<file path="src/rtl/adder_pipe_scan.sv">
// Pipelined carry-chained adder whose stage registers form one mux-D scan chain.
// Define ADDER_PIPE_SCAN_EN to build the scan muxes; otherwise scan_out is tied to 0.
module adder_pipe_scan #(
  parameter int WIDTH  = 4,
  parameter int STAGES = 2
) (
  input  logic             CK,
  input  logic             rst_n,
  input  logic             scan_enable,
  input  logic             scan_in,
  input  logic             in_valid,
  input  logic             cin,
  input  logic [WIDTH-1:0] a,
  input  logic [WIDTH-1:0] b,
  output logic             out_valid,
  output logic [WIDTH:0]   sum,
  output logic             scan_out
);

  localparam int S = WIDTH / STAGES;

  // Stage k occupies v, ps[(k+1)S], c, a[R], b[R] on the chain, with R = WIDTH-(k+1)S.
  function automatic int stage_len(input int k);
    return 2 + (k + 1) * S + 2 * (WIDTH - (k + 1) * S);
  endfunction

  function automatic int stage_base(input int k);
    int acc;
    acc = 0;
    for (int j = 0; j < k; j++) acc += stage_len(j);
    return acc;
  endfunction

  localparam int L  = stage_base(STAGES);
  localparam int LB = stage_base(STAGES - 1);

  logic [L-1:0] chain_q;
  logic [L-1:0] chain_d;
  wire  [L-1:0] func_d;

  for (genvar k = 0; k < STAGES; k++) begin : g_stage
    localparam int P = (k + 1) * S;
    localparam int R = WIDTH - P;
    localparam int B = stage_base(k);

    logic         in_v;
    logic         c_in;
    logic [S-1:0] a_sl;
    logic [S-1:0] b_sl;
    logic [S:0]   slice;
    logic [P-1:0] ps_new;

    if (k == 0) begin : g_first
      assign in_v   = in_valid;
      assign c_in   = cin;
      assign a_sl   = a[S-1:0];
      assign b_sl   = b[S-1:0];
      assign ps_new = slice[S-1:0];
      if (R > 0) begin : g_ops
        assign func_d[B+2+P +: R]   = in_v ? a[WIDTH-1:P] : chain_q[B+2+P +: R];
        assign func_d[B+2+P+R +: R] = in_v ? b[WIDTH-1:P] : chain_q[B+2+P+R +: R];
      end
    end else begin : g_next
      localparam int PB = stage_base(k - 1);
      localparam int PP = k * S;
      localparam int PR = WIDTH - PP;
      assign in_v   = chain_q[PB];
      assign c_in   = chain_q[PB+1+PP];
      assign a_sl   = chain_q[PB+2+PP +: S];
      assign b_sl   = chain_q[PB+2+PP+PR +: S];
      assign ps_new = {slice[S-1:0], chain_q[PB+1 +: PP]};
      if (R > 0) begin : g_ops
        assign func_d[B+2+P +: R]   = in_v ? chain_q[PB+2+PP+S +: R]    : chain_q[B+2+P +: R];
        assign func_d[B+2+P+R +: R] = in_v ? chain_q[PB+2+PP+PR+S +: R] : chain_q[B+2+P+R +: R];
      end
    end

    assign slice           = {1'b0, a_sl} + {1'b0, b_sl} + {{S{1'b0}}, c_in};
    assign func_d[B]       = in_v;
    assign func_d[B+1 +: P] = in_v ? ps_new : chain_q[B+1 +: P];
    assign func_d[B+1+P]   = in_v ? slice[S] : chain_q[B+1+P];
  end

`ifdef ADDER_PIPE_SCAN_EN
  always_comb begin
    // NOTE: chain_d gets a value on every path, so no latch can be inferred.
    chain_d = func_d;
    if (scan_enable) chain_d = {chain_q[L-2:0], scan_in};
  end

  assign scan_out = chain_q[L-1];
`else
  logic scan_unused;

  always_comb begin
    chain_d = func_d;
  end

  assign scan_unused = ^{scan_enable, scan_in};
  assign scan_out    = 1'b0;
`endif

  always_ff @(posedge CK) begin
    // NOTE: reset is synchronous and checked first, so it overrides scan shifting too.
    if (!rst_n) chain_q <= '0;
    else        chain_q <= chain_d;
  end

  // Last stage ps and c are contiguous on the chain, so they read out as one field.
  assign out_valid = chain_q[LB];
  assign sum       = chain_q[LB+1 +: WIDTH+1];

endmodule

</file>
<file path="config.mk">
export PLATFORM = sky130hd
export DESIGN_NAME = adder_pipe_scan
export DESIGN_NICKNAME = d
export VERILOG_FILES = /design/src/rtl/adder_pipe_scan.sv
export SDC_FILE = /design/constraint.sdc
export NUM_CORES = 1
export LEC_CHECK = 0
export CAP_MARGIN = 20
export CORE_MARGIN = 2
export CORE_UTILIZATION = 47
export DETAILED_ROUTE_END_ITERATION = 8
export GPL_ROUTABILITY_DRIVEN = 0
export GPL_TIMING_DRIVEN = 0
export HOLD_SLACK_MARGIN = 0.05
export PLACE_DENSITY_LB_ADDON = 0.12
export SLEW_MARGIN = 30
export SYNTH_ARGS = -nofsm -noshare
export SYNTH_HDL_FRONTEND = slang
export SYNTH_SLANG_ARGS = --single-unit
export TNS_END_PERCENT = 100
</file>
<file path="constraint.sdc">
create_clock -name CK -period 3 [get_ports CK]
set_input_delay 0.3 -clock CK [delete_from_list [all_inputs] [get_ports CK]]
set_output_delay 0.3 -clock CK [all_outputs]
set_load 0.02 [all_outputs]
</file>
==> impl_metrics.ini <==
[pwr]
leakage_nw = 0.424
p_per_area_nw_per_um2 = 428
pwr-share-seq_pct = 54.0
ir_worst_vdd_v = 0.000283
power.share.clock_pct = 26.4
internal_power_w = 0.000288
p_comb_share_pct = 19.6
netSwitchingPower_w = 0.0000871
p_sw_share_pct = 23.2
power_w = 0.000375

[placement]
io_buffers = 17
dpl_cell_area_um2 = 853
detailed_place_hpwl_um = 694

[sta]
finalCriticalPeriod_ns = 1.71
finalClockSkew_ns = 0.000472
fin_crit_sh_pct = 56.9
rsz0062_at_grt = false
drv_slew = 0
finalSetupTns_ns = 0
setup_violations = 0
hold_viol = 0
fmax_ghz = 0.585

[floorplan]
die_w_um = 41.6
num_io_pins = 21
dieHeight_um = 41.6
design.core.area_um2 = 1320
initial_core_util_pct = 50.4
placementRows = 13
die_area_um2 = 1730

[worst_setup_path]
cp-end-kind = flop
startpoint_type = input pin
crit_required_ns = 3.17
cp_data_arrival_time_ns = 1.87
critPathKind = input pin to flop
path_max_fanout = 1

[clock_network]
cts_buffer_depth = 2
cts_sinks = 14
cts-htree-levels = 1
holdBufCountCts = 0
clk-insertion-delay-late_ns = 0.26
numCtsBuffers = 3
cts_root_buf = clkbuf_4
clk_pin_slew_ns = 0.07
cts_tree = yes
post-cts-setup-buffer-count = 0
cts_resized = 0

[yosys]
synth.avg_cell_area_um2 = 10.4
ys_seq_elements = 14
synth_cell_types = 13
synth_cells = 64
yosysWarningCount = 0
seq_area_frac_synth_pct = 42.2
synth_fp_nets = 82
synth_area_um2 = 664

[finish]
nFillCells = 115
final_area_um2 = 876
nets = 104
final_common_cell = clkdlybuf4s50_1
syn2layout_area_growth_pct = 31.8
diodes = 0
regMostFlops = chain_q
largest_reg_flops = 14
layout-drive-gt1-share_pct = 15.5
final_cell_mix = clkdlybuf4s50_1, dfxtp_1, inv_1
top_regs = chain_q: 14 flops

[global_routing]
grt_pass1_wl_mm = 1.57
grt_pass1_vias = 403
grt_max_degree = 11
grt.overflow.total = 0
antenna_found_initial = 0
grtUsageTotal_pct = 11.8

[route]
wl_per_cell_um = 8.81
drc = 0
wirelength_um = 872
routed_via_density = 4.31
drt_iter0_markers = 0
antenna_left = 0
via_count = 427
firstDrtPassIters = 1

[min_path]
min-delay-path-class = flop to flop

[job]
cap_violations = 0

[status]
status = completed
[path summary, 6_finish.rpt]
path               start     endpoint  slack [ns]  depth (start not counted)
max                 b[0]   chain_q[2]        1.29                          6
min reg2reg  chain_q[11]  chain_q[11]        0.48                          1
max reg2reg   chain_q[3]  chain_q[12]        1.44                          5
min          chain_q[11]  chain_q[11]        0.48                          1
[logic make-up (layout without fill, tap and decap cells)]
logic type / count (synthesis) / in the layout / share of synthesized area [%]
mux: 6 / 6 / 9.04
compound gates: 6 / 6 / 9.04
buf+inv: 19 / 39 / 16.0
simple gates: 14 / 14 / 11.1
fa+ha+maj: 4 / 4 / 12.1
other cells: 1 / 1 / 0.564
flops: 14 / 14 / 42.2
[per-stage QoR]
| stage | hold WS [ns] | worst slack (ns) | instances | utilization, % |
|---|---|---|---|---|
| 5_1_grt | 0.494 | 1.18 | 99 | 66.5 |
| 3_5_place_dp | 0.469 | 0.998 | 96 | 64.8 |
| 6_report | 0.482 | 1.29 | 99 | 66.5 |
| 4_1_cts | 0.486 | 1.30 | 99 | 66.5 |
| 3_3_place_gp | 0.463 | 1.01 | 96 | 64.8 |
| 2_1_floorplan | 0.428 | 1.49 | 64 | - |
[cell usage after synthesis]
library cell | n | share of area, %
and2_2 | 1 | 1.1
conb_1 | 1 | 0.56
dfxtp_1 | 14 | 42
inv_1 | 10 | 5.7
and2_1 | 1 | 0.94
buf_6 | 1 | 1.7
nand2_1 | 6 | 3.4
mux2i_1 | 6 | 9.0
o211a_1 | 6 | 9.0
buf_4 | 7 | 7.9
buf_2 | 1 | 0.75
nor2b_1 | 6 | 5.7
fa_1 | 4 | 12
[area by class of cell]
| class | count | area (µm²) | share of cell area (%) |
|---|---|---|---|
| Buffer | 9 | 68.8 | 7.86 |
| Tap cell | 15 | 18.8 | 2.14 |
| Timing Repair Buffer | 17 | 170 | 19.4 |
| Inverter | 10 | 37.5 | 4.29 |
| Clock buffer | 3 | 22.5 | 2.57 |
| Sequential cell | 14 | 280 | 32.0 |
| Multi-Input combinational cell | 31 | 278 | 31.7 |
[power groups by stage]
stage                     Sequential [W]  Combinational [W]   Clock, W
after global routing            0.000204          0.0000826   0.000110
after global placement          0.000207          0.0000736          0
after floorplan                 0.000207          0.0000458          0
after CTS                       0.000203          0.0000746   0.000104
after detailed placement        0.000207          0.0000744          0
final                           0.000203          0.0000734  0.0000988
[worst max-delay path, stage by stage]
cell	delay, ns
clkdlybuf4s50_1	0.47
inv_1	0.06
fa_1	0.40
fa_1	0.49
nand2_1	0.05
o211a_1	0.10
[metal layers]
layer / GRT usage, % / wire, µm
met3: 2.61 / 47
met2: 17.8 / 378
met5: 0 / 0
met1: 15.1 / 421
met4: 7.74 / 24
No activity file was read; power rests on OpenSTA's default activity.
